`src/rtl/ir_queue_pkg.sv`:
```
// Shared LC-3b word/field types and the instruction-buffer entry layout
// used by the fetch/decode instruction queue.
package ir_queue_pkg;

    typedef logic [15:0] lc3b_word;
    typedef logic [3:0]  lc3b_opcode;
    typedef logic [2:0]  lc3b_reg;

    typedef struct packed {
        lc3b_word instr;
        lc3b_word pc;
    } lc3b_ibuf_entry;

    function automatic bit is_pow2(input int v);
        return (v > 0) && ((v & (v - 1)) == 0);
    endfunction

endpackage

```
`src/rtl/ir_queue_if.sv`:
```
// Fetch-side and decode-side signal bundle of the instruction queue.
// The queue itself uses the slave view; the fetch/decode environment uses master.
interface ir_queue_if #(parameter int DEPTH = 4);
    import ir_queue_pkg::*;

    localparam int CW = $clog2(DEPTH + 1);

    logic          in_valid;
    logic          in_ready;
    lc3b_word      in_instr;
    lc3b_word      in_pc;

    logic          out_valid;
    logic          out_ready;
    lc3b_word      out_instr;
    lc3b_word      out_pc;
    lc3b_opcode    opcode;
    lc3b_reg       dest;
    lc3b_reg       src1;
    lc3b_reg       src2;
    logic          ir5;
    logic          ir11;

    logic [CW-1:0] count;
    logic          almost_full;

    modport master (
        output in_valid, in_instr, in_pc, out_ready,
        input  in_ready, out_valid, out_instr, out_pc,
        input  opcode, dest, src1, src2, ir5, ir11, count, almost_full
    );

    modport slave (
        input  in_valid, in_instr, in_pc, out_ready,
        output in_ready, out_valid, out_instr, out_pc,
        output opcode, dest, src1, src2, ir5, ir11, count, almost_full
    );

endinterface

```
`src/rtl/ir_queue_fields.sv`:
```
// Combinational split of an LC-3b instruction word into the fields decode
// looks at first.
module ir_fields
    import ir_queue_pkg::*;
(
    input  lc3b_word   word,
    output lc3b_opcode opcode,
    output lc3b_reg    dest,
    output lc3b_reg    src1,
    output lc3b_reg    src2,
    output logic       ir5,
    output logic       ir11
);

    assign opcode = word[15:12];
    assign dest   = word[11:9];
    assign src1   = word[8:6];
    assign src2   = word[2:0];
    assign ir5    = word[5];
    assign ir11   = word[11];

    // bits 4:3 are not a field of their own in any format decode cares about
    logic unused_bits;
    assign unused_bits = ^word[4:3];

endmodule

```
`src/rtl/ir_queue.sv`:
```
// Instruction queue between fetch and decode: circular buffer of DEPTH
// {instr, pc} entries, head presented with pre-split decode fields.
module ir_queue
    import ir_queue_pkg::*;
#(
    parameter int DEPTH    = 4,
    parameter int AF_LEVEL = DEPTH - 1
) (
    input  logic       clk,
    input  logic       rst,
    input  logic       flush,
    ir_queue_if.slave  q
);

    localparam int PW = $clog2(DEPTH);
    localparam int CW = $clog2(DEPTH + 1);

    generate
        if (!is_pow2(DEPTH) || DEPTH < 2) begin : g_bad_depth
            $error("ir_queue: DEPTH must be a power of 2 and at least 2");
        end
        if (AF_LEVEL < 1 || AF_LEVEL > DEPTH) begin : g_bad_af
            $error("ir_queue: AF_LEVEL must lie in 1..DEPTH");
        end
    endgenerate

    lc3b_ibuf_entry mem [DEPTH];
    logic [PW-1:0]  wr_ptr;
    logic [PW-1:0]  rd_ptr;
    logic [CW-1:0]  count_q;
    logic           push;
    logic           pop;
    lc3b_ibuf_entry head;

    // in_ready deliberately ignores out_ready: a full queue never accepts
    assign q.in_ready    = (count_q != CW'(DEPTH));
    assign q.out_valid   = (count_q != '0);
    assign q.count       = count_q;
    assign q.almost_full = (count_q >= CW'(AF_LEVEL));

    assign push = q.in_valid & q.in_ready;
    assign pop  = q.out_valid & q.out_ready;

    always_ff @(posedge clk) begin
        if (rst || flush) begin
            wr_ptr  <= '0;
            rd_ptr  <= '0;
            count_q <= '0;
        end else begin
            if (push) begin
                wr_ptr <= wr_ptr + PW'(1);
            end
            if (pop) begin
                rd_ptr <= rd_ptr + PW'(1);
            end
            if (push && !pop) begin
                count_q <= count_q + CW'(1);
            end else if (pop && !push) begin
                count_q <= count_q - CW'(1);
            end
        end
    end

    // storage is not reset; a write under flush lands in a slot nobody counts
    always_ff @(posedge clk) begin
        if (push) begin
            mem[wr_ptr] <= '{instr: q.in_instr, pc: q.in_pc};
        end
    end

    assign head        = mem[rd_ptr];
    assign q.out_instr = q.out_valid ? head.instr : '0;
    assign q.out_pc    = q.out_valid ? head.pc    : '0;

    ir_fields u_fields (
        .word   (q.out_instr),
        .opcode (q.opcode),
        .dest   (q.dest),
        .src1   (q.src1),
        .src2   (q.src2),
        .ir5    (q.ir5),
        .ir11   (q.ir11)
    );

endmodule

```
`src/flat_wrapper.sv`:
```
// flat-port wrapper written by rule: the top's interface ports become plain ports
module ir_queue_flat import ir_queue_pkg::*;
#(
    parameter int DEPTH    = 4,
    parameter int AF_LEVEL = DEPTH - 1
)
  (clk, rst, flush, q_in_valid, q_in_instr, q_in_pc, q_out_ready, q_in_ready, q_out_valid, q_out_instr, q_out_pc, q_opcode, q_dest, q_src1, q_src2, q_ir5, q_ir11, q_count, q_almost_full);
  ir_queue_if #(.DEPTH(DEPTH)) q_i ();
  input  logic clk;
  input  logic rst;
  input  logic flush;
  input wire logic [$bits(q_i.in_valid)-1:0] q_in_valid;
  input wire logic [$bits(q_i.in_instr)-1:0] q_in_instr;
  input wire logic [$bits(q_i.in_pc)-1:0] q_in_pc;
  input wire logic [$bits(q_i.out_ready)-1:0] q_out_ready;
  output wire logic [$bits(q_i.in_ready)-1:0] q_in_ready;
  output wire logic [$bits(q_i.out_valid)-1:0] q_out_valid;
  output wire logic [$bits(q_i.out_instr)-1:0] q_out_instr;
  output wire logic [$bits(q_i.out_pc)-1:0] q_out_pc;
  output wire logic [$bits(q_i.opcode)-1:0] q_opcode;
  output wire logic [$bits(q_i.dest)-1:0] q_dest;
  output wire logic [$bits(q_i.src1)-1:0] q_src1;
  output wire logic [$bits(q_i.src2)-1:0] q_src2;
  output wire logic [$bits(q_i.ir5)-1:0] q_ir5;
  output wire logic [$bits(q_i.ir11)-1:0] q_ir11;
  output wire logic [$bits(q_i.count)-1:0] q_count;
  output wire logic [$bits(q_i.almost_full)-1:0] q_almost_full;
  assign q_i.in_valid = q_in_valid;
  assign q_i.in_instr = q_in_instr;
  assign q_i.in_pc = q_in_pc;
  assign q_i.out_ready = q_out_ready;
  assign q_in_ready = q_i.in_ready;
  assign q_out_valid = q_i.out_valid;
  assign q_out_instr = q_i.out_instr;
  assign q_out_pc = q_i.out_pc;
  assign q_opcode = q_i.opcode;
  assign q_dest = q_i.dest;
  assign q_src1 = q_i.src1;
  assign q_src2 = q_i.src2;
  assign q_ir5 = q_i.ir5;
  assign q_ir11 = q_i.ir11;
  assign q_count = q_i.count;
  assign q_almost_full = q_i.almost_full;
  ir_queue #(.DEPTH(DEPTH), .AF_LEVEL(AF_LEVEL)) u_core (.clk(clk), .rst(rst), .flush(flush), .q(q_i));
endmodule
```
`config.mk`:
```
export PLATFORM = sky130hd
export DESIGN_NAME = ir_queue_flat
export DESIGN_NICKNAME = d
export VERILOG_FILES = /design/src/rtl/ir_queue_pkg.sv /design/src/rtl/ir_queue_if.sv /design/src/rtl/ir_queue_fields.sv /design/src/rtl/ir_queue.sv /design/src/flat_wrapper.sv
export SDC_FILE = /design/constraint.sdc
export NUM_CORES = 1
export LEC_CHECK = 0
export BUFFER_PORTS_ARGS = -buffer_cell sky130_fd_sc_hd__buf_4
export CAP_MARGIN = 25
export CORE_ASPECT_RATIO = 1.2
export CORE_MARGIN = 1
export CORE_UTILIZATION = 30
export CTS_BUF_LIST = sky130_fd_sc_hd__clkbuf_16
export DETAILED_ROUTE_END_ITERATION = 8
export PLACE_DENSITY_LB_ADDON = 0.15
export SETUP_SLACK_MARGIN = 0.4
export SLEW_MARGIN = 20
export SYNTH_ARGS = -nofsm -noshare
export SYNTH_HDL_FRONTEND = slang
export SYNTH_SLANG_ARGS = --single-unit
```
`constraint.sdc`:
```
create_clock -name clk -period 3.32 [get_ports clk]
set_input_delay 0.498 -clock clk [delete_from_list [all_inputs] [get_ports clk]]
set_output_delay 0.498 -clock clk [all_outputs]
set_load 0.1 [all_outputs]
```
==> flow_summary.rst, run 1 <==
.. list-table::
   :header-rows: 1

   * - Metric
     - Value
   * - Clock tree sinks
     - 137
   * - Setup tns final
     - 0 ns
   * - Largest clock skew in the final design
     - 0.00757 ns
   * - Post-route fraction of the period consumed by the critical path
     - 79.9%
   * - Vias in the first global route
     - 2849
   * - Starting Density
     - 30.9%
   * - Setup repair after global routing missed its margin
     - no
   * - Startpoint of the lowest-slack register-to-register path
     - u_core.q.count[0]$_SDFFE_PP0P_
   * - Category of the critical setup timing path
     - reg2out
   * - Arr. time, crit path
     - 2.15 ns
   * - Largest stage delay on the critical path
     - 0.51 ns
   * - Path class of the lowest-slack min-delay path
     - in2reg
   * - Die Ht
     - 150 um
   * - Synthesis-to-finish area growth
     - 26.5%
   * - Critical path startpoint category
     - register
   * - Max FO, Critical Path
     - 22
   * - HPWL after detailed placement
     - 6.04 mm
   * - Time the worst path needs with I/O delays and setup
     - 2.65 ns
   * - Largest net degree at the start of global routing
     - 36
   * - Area share of the leading cell type in the synthesized netlist
     - 70.3%
   * - Overflow after GRT
     - 0
   * - Number of nets still failing antenna checks after routing
     - 0
   * - Worst hold path startpoint
     - q_in_instr[12]
   * - Series of cell instances along the critical path
     - buf_12, mux4_2, and2b_2, buf_4
   * - Worst Reg-to-Reg Cells
     - 8
   * - Number of distinct library cell variants in the gate-level netlist after synthesis
     - 31
   * - Final-layout worst hold slack
     - 0.287 ns
   * - Areal power density over the cells
     - 747 nW/um^2
   * - Total die area
     - 18800 um^2
   * - Max-slew violation count
     - 0
   * - Standard-cell rows
     - 53
   * - Wire length of the first global-routing pass
     - 16.0 mm
   * - Area contributors post-synth
     - sky130_fd_sc_hd__edfxtp_1 70%, sky130_fd_sc_hd__mux4_2 13%, sky130_fd_sc_hd__dfxtp_1 3.3%
   * - Total Power Consumption
     - 5.17 mW
   * - Outcome
     - finished with violations
   * - Register area share after synthesis
     - 73.6%
   * - Clock-pin slew of the registers on the worst-case setup and hold paths
     - 0.06 ns
   * - Total vias in the final route
     - 2660
   * - Number of buffers added to fix hold violations after cts
     - 0
   * - Synth Net Count
     - 312
   * - Leakage power summed over all cells
     - 2.50 nW
   * - Most common library cell in the layout ignoring fill and taps
     - sky130_fd_sc_hd__edfxtp_1
   * - Largest area contributor in the synthesized netlist
     - sky130_fd_sc_hd__edfxtp_1
   * - Htree depth
     - 4
   * - Weighted congestion at the end of routability-driven global placement
     - 0.640
   * - Buffers from clock root to sink, at most
     - 2
   * - Mapped Area
     - 5470 um^2
   * - DRC
     - 6
   * - Placeable core region
     - 17700 um^2
   * - Number of port buffers
     - 89
   * - Violated checks
     - design-rule violations
   * - Overall routing resource usage
     - 12.0%
   * - Worst skew pair latency
     - 0.41 ns
   * - Average wire per standard cell
     - 18.1 um
   * - Yosys synthesis warning count
     - 0
   * - Clk root buf
     - sky130_fd_sc_hd__clkbuf_16
   * - Normalized max-slew margin
     - 35.8%
   * - Number of top-level pins
     - 90
   * - Number of stages on the worst hold path
     - 1
   * - Max-cap check violation count
     - 0
   * - Count of endpoints failing hold in the final timing report
     - 0
   * - Post-synthesis register bit count
     - 137
   * - Average cell area after synthesis
     - 20.3 um^2
   * - Via-per-instance ratio
     - 4.54
   * - Commonest non-fill, non-tap cells in the layout
     - 128 x sky130_fd_sc_hd__edfxtp_1, 91 x sky130_fd_sc_hd__buf_4, 32 x sky130_fd_sc_hd__mux4_2
   * - Actual transition at the worst max-transition pin
     - 0.963 ns
   * - Synthesized instance count
     - 269
   * - Required time at the worst-slack endpoint
     - 2.82 ns
   * - Max IR drop VDD
     - 0.000274 V
   * - Setup violation total in the final timing report
     - 0
   * - Number of antenna violations at the first check in global routing
     - 0
   * - Fraction of layout instances using a drive strength above 1
     - 49.7%
   * - Cell with the biggest individual delay on the critical path
     - sky130_fd_sc_hd__mux4_2
   * - Drt pass-1 iters
     - 8
   * - # diodes
     - 0
   * - Kind of end point of the critical path
     - output pin
   * - CTS tree
     - done
   * - Die width
     - 125 um
   * - CTS Buf Count
     - 17
   * - Nets
     - 396
   * - Number of DRC markers after the initial detailed-route iteration
     - 133
   * - Achievable Freq
     - 0.377 GHz
   * - Detailed Route WL
     - 10.6 mm
## critical path, delay by kind of cell, from the launching register on
kind                   cells  cell delay, ns
multiplexers               1            0.51
buffers and inverters      2            0.49
flip-flops                 1            0.50
AND/OR/NAND/NOR            1            0.22
## final cells by class
type	count	area [um^2]
timing repair buffer	92	703
inverter	4	15.0
sequential	137	4030
fill	1665	10800
clock inverter	15	190
multi-input combinational	101	1270
tap	220	275
clock buffer	17	425
## power breakdown
part / leakage [nW] / switching [mW] / internal, mW
logic: 0.943 / 0.950 / 0.289
clock network: 0.312 / 0.642 / 1.31
registers: 1.25 / 0.0249 / 1.96
## cells in the mapped netlist
cell,count
sky130_fd_sc_hd__a21o_2,1
sky130_fd_sc_hd__a21oi_1,2
sky130_fd_sc_hd__and2_4,1
sky130_fd_sc_hd__and2b_1,12
sky130_fd_sc_hd__and2b_2,12
sky130_fd_sc_hd__and3_1,4
sky130_fd_sc_hd__buf_1,1
sky130_fd_sc_hd__buf_2,3
sky130_fd_sc_hd__buf_4,16
sky130_fd_sc_hd__buf_6,2
sky130_fd_sc_hd__clkbuf_1,4
sky130_fd_sc_hd__clkbuf_2,1
sky130_fd_sc_hd__dfxtp_1,9
sky130_fd_sc_hd__edfxtp_1,128
sky130_fd_sc_hd__fa_1,1
sky130_fd_sc_hd__ha_1,5
sky130_fd_sc_hd__inv_1,4
sky130_fd_sc_hd__mux2i_1,1
sky130_fd_sc_hd__mux4_2,32
sky130_fd_sc_hd__nand2_1,2
sky130_fd_sc_hd__nand4_1,2
sky130_fd_sc_hd__nor2_1,5
sky130_fd_sc_hd__nor2b_1,8
sky130_fd_sc_hd__nor3_1,1
sky130_fd_sc_hd__o21ai_0,3
sky130_fd_sc_hd__o31ai_1,1
sky130_fd_sc_hd__o31ai_2,1
sky130_fd_sc_hd__or2_2,1
sky130_fd_sc_hd__or3_2,2
sky130_fd_sc_hd__or3b_1,1
sky130_fd_sc_hd__xor2_1,3
## metal layers
metal	wire length (um)	up-vias	GRT usage [%]
met3	557	10	4.54
met5	0	-	0
met1	4340	1362	13.5
met4	153	0	5.37
li1	-	1215	-
met2	5560	73	20.2
## stage by stage
| stage | instances | cell area (um^2) | setup WS [ns] | util, % |
|---|---|---|---|---|
| after floorplan | 269 | 5490 | 0.334 | - |
| after global placement | 554 | 6300 | 0.906 | 35.6 |
| after detailed placement | 554 | 6300 | 0.896 | 35.6 |
| after CTS | 586 | 6910 | 0.450 | 39.1 |
| after global routing | 586 | 6920 | 0.537 | 39.1 |
| final | 586 | 6920 | 0.668 | 39.1 |
## worst paths after layout
| check | end | slack (ns) |
|---|---|---|
| min reg2reg | register | 0.49 |
| max reg2reg | u_core.q.count[2]$_SDFFE_PP0P_ | 1.01 |
| max | q_out_pc[15] | 0.67 |
| min | u_core.mem[0][28]$_DFFE_PP_ | 0.29 |
## cells by family after synthesis
logic type | synth area share (%)
buffers and inverters | 3.59
and+or+nand+nor | 6.45
DFF | 73.6
muxes | 13.4
adders and majority gates | 1.51
AOI/OAI and AO/OA | 0.984
xor gates and xnor gates | 0.481
## sequential cells by signal, indices dropped and copies added (netlist names), named ones only
signal and flops:
u_core.rd_ptr 2, u_core.mem 128, u_core.wr_ptr 2, u_core.q.count 3
## repair_timing
action / 4_1_cts / 5_1_grt
endpoints found under the setup margin: 0 / 5
resized for setup: 0 / 1
setup buffers: 0 / 0
(Power assumes the default switching activity.)
==> run 2: changes to the inputs <==
==> constraint.sdc (replaced) <==
create_clock -name clk -period 2.4 [get_ports clk]
set_input_delay 0.36 -clock clk [delete_from_list [all_inputs] [get_ports clk]]
set_output_delay 0.36 -clock clk [all_outputs]
set_load 0.1 [all_outputs]
==> run 2 against run 1 <==
The flow still finishes with violations (design-rule violations). Sequential share of layout area shrank 4.6 points. Core utilization is 3.5 points higher. Global-route usage up 0.80 points. Critical endpoint is now q_out_pc[12].
==> flow_summary.rst, run 2 (synthesis gave the netlist of run 1 again) <==
.. list-table::
   :header-rows: 1

   * - Metric
     - Value
   * - Standard-cell rows
     - 53
   * - Area used by sequential logic in the layout
     - 4040 um^2
   * - Die Ht
     - 150 um
   * - Largest reg by FF count
     - u_core.mem
   * - Violated checks
     - design-rule violations
   * - Largest clock skew in the final design
     - 0.00733 ns
   * - Number of fill cells in the layout
     - 1531
   * - Worst Reg-to-Reg Cells
     - 8
   * - Number of nets still failing antenna checks after routing
     - 0
   * - DRC
     - 10
   * - Worst hold path startpoint
     - q_in_pc[15]
   * - Fraction of layout instances using a drive strength above 1
     - 56.1%
   * - Startpoint of the lowest-slack register-to-register path
     - u_core.q.count[2]$_SDFFE_PP0P_
   * - Max FO, Critical Path
     - 6
   * - Flip-flop count of the largest register, all copies and words added
     - 128
   * - Most common library cell in the layout ignoring fill and taps
     - sky130_fd_sc_hd__edfxtp_1
   * - Setup Slack @ Placement
     - 0.413 ns
   * - Commonest non-fill, non-tap cells in the layout
     - 128 x sky130_fd_sc_hd__edfxtp_1, 48 x sky130_fd_sc_hd__buf_4, 32 x sky130_fd_sc_hd__mux4_2
   * - CTS Buf Count
     - 17
   * - Number of top-level pins
     - 90
   * - Weighted congestion at the end of routability-driven global placement
     - 0.721
   * - Placed instance count
     - 557
   * - Destination of the worst register-to-register timing path
     - u_core.q.count[2]$_SDFFE_PP0P_
   * - Buffers from clock root to sink, at most
     - 2
   * - Number of stages on the worst hold path
     - 1
   * - Number of antenna violations at the first check in global routing
     - 0
   * - Hold EP
     - u_core.mem[1][15]$_DFFE_PP_
   * - Clk root buf
     - sky130_fd_sc_hd__clkbuf_16
   * - Clock tree sinks
     - 137
   * - Worst path setup slack after routing
     - 0.0948 ns
   * - Clock-pin slew of the registers on the worst-case setup and hold paths
     - 0.05 ns
   * - Wire length of the first global-routing pass
     - 17.0 mm
   * - Number of port buffers
     - 89
   * - Max IR drop VDD
     - 0.000436 V
   * - Max-cap check violation count
     - 0
   * - Achievable Freq
     - 0.434 GHz
   * - FF-to-FF setup slack
     - 0.43 ns
   * - Normalized max-slew margin
     - 35.1%
   * - HPWL after detailed placement
     - 6.28 mm
   * - Average wire per standard cell
     - 18.5 um
   * - Count of endpoints failing hold in the final timing report
     - 0
   * - Synthesis-to-finish area growth
     - 37.7%
   * - Leakage power summed over all cells
     - 2.66 nW
   * - Design area
     - 7530 um^2
   * - Required time at the worst-slack endpoint
     - 2.04 ns
   * - Time the worst path needs with I/O delays and setup
     - 2.31 ns
   * - Category of the critical setup timing path
     - reg2out
   * - Via-per-instance ratio
     - 4.53
   * - # diodes
     - 0
   * - Nets
     - 407
   * - Max-slew violation count
     - 0
   * - Post-route fraction of the period consumed by the critical path
     - 96.0%
   * - CTS tree
     - done
   * - Setup repair after global routing missed its margin
     - yes
   * - Starting Density
     - 30.9%
   * - Die width
     - 125 um
   * - Drt pass-1 iters
     - 6
   * - Setup violation total in the final timing report
     - 0
   * - Actual transition at the worst max-transition pin
     - 0.974 ns
   * - Number of non-filler instances in the completed layout
     - 596
   * - Largest net degree at the start of global routing
     - 36
   * - Area of the multi-input gates
     - 1380 um^2
   * - Detailed Route WL
     - 11.1 mm
   * - Path class of the lowest-slack min-delay path
     - in2reg
   * - Kind of end point of the critical path
     - output pin
   * - Total die area
     - 18800 um^2
   * - Critical path startpoint category
     - register
   * - Overall routing resource usage
     - 12.8%
   * - Worst skew pair latency
     - 0.40 ns
   * - Final-layout worst hold slack
     - 0.154 ns
   * - Number of DRC markers after the initial detailed-route iteration
     - 129
   * - Placeable core region
     - 17700 um^2
   * - Vias in the first global route
     - 2941
   * - Total vias in the final route
     - 2702
   * - Overflow after GRT
     - 0
   * - Outcome
     - finished with violations
   * - Htree depth
     - 4
   * - Setup tns final
     - 0 ns
   * - Arr. time, crit path
     - 1.95 ns
   * - Areal power density over the cells
     - 959 nW/um^2
   * - Cell area after placement
     - 6440 um^2
==> run 2: cell types whose count changed in the layout (fill, tap and decap cells not counted), sizes merged <==
cell / delta
clkinvlp: +2
buf: +11
inv: -2
clkinv: +2
bufinv: -3
==> run 2: worst max-delay path, stage by stage (launching register included) <==
cell	delay, ns
sky130_fd_sc_hd__dfxtp_4	0.39
sky130_fd_sc_hd__buf_12	0.13
sky130_fd_sc_hd__buf_12	0.12
sky130_fd_sc_hd__mux4_2	0.51
sky130_fd_sc_hd__and2b_2	0.22
sky130_fd_sc_hd__buf_8	0.17
==> run 2: how the worst max path moves through the flow <==
stage                     slack, ns  cells after the start                            from                              to
after floorplan                0.11                      9  u_core.q.count[2]$_SDFFE_PP0P_  u_core.q.count[2]$_SDFFE_PP0P_
after global placement         0.45                      8  u_core.q.count[2]$_SDFFE_PP0P_  u_core.q.count[2]$_SDFFE_PP0P_
after detailed placement       0.41                      8  u_core.q.count[2]$_SDFFE_PP0P_  u_core.q.count[2]$_SDFFE_PP0P_
after CTS                      0.05                      5                        register                 q_out_instr[13]
after global routing          0.009                      5                        register                     q_opcode[1]
final                          0.09                      5                        register                    q_out_pc[12]
==> run 2: routing by layer <==
layer  global-route usage [%]  up-vias  wire, um
met2                     22.3       65      5990
met5                        0        -         0
li1                         -     1233         -
met3                     4.29        7       513
met1                     14.7     1397      4450
met4                     4.39        0       108
==> run 2: layout make-up <==
type | instances | share of cell area, %
flip-flops and latches | 137 | 53.7
repair buffers | 103 | 17.0
clock buffers | 17 | 5.65
multi-input cells | 101 | 18.3
well taps | 220 | 3.66
inverters | 4 | 0.199
clock inverters | 14 | 1.53
==> run 2: per-stage QoR <==
stage	utilization, %	power (mW)
final	42.5	7.22
after CTS	41.9	7.27
after global routing	42.5	7.46
after global placement	36.4	4.61
after floorplan	-	4.32
after detailed placement	36.4	4.62
==> run 2: timing repair <==
item,4_1_cts,5_1_grt
hold endpoints to repair,0,0
gates cloned,2,0
gates resized for setup,87,17
pin swaps,1,2
hold buffers,0,0
setup buffers,3,2
setup endpoints to repair,48,61
==> run 2: power breakdown <==
group / switching [mW] / leakage [nW] / internal, mW
registers: 0.0309 / 1.25 / 2.70
logic: 1.40 / 1.15 / 0.699
clock network: 0.906 / 0.262 / 1.49
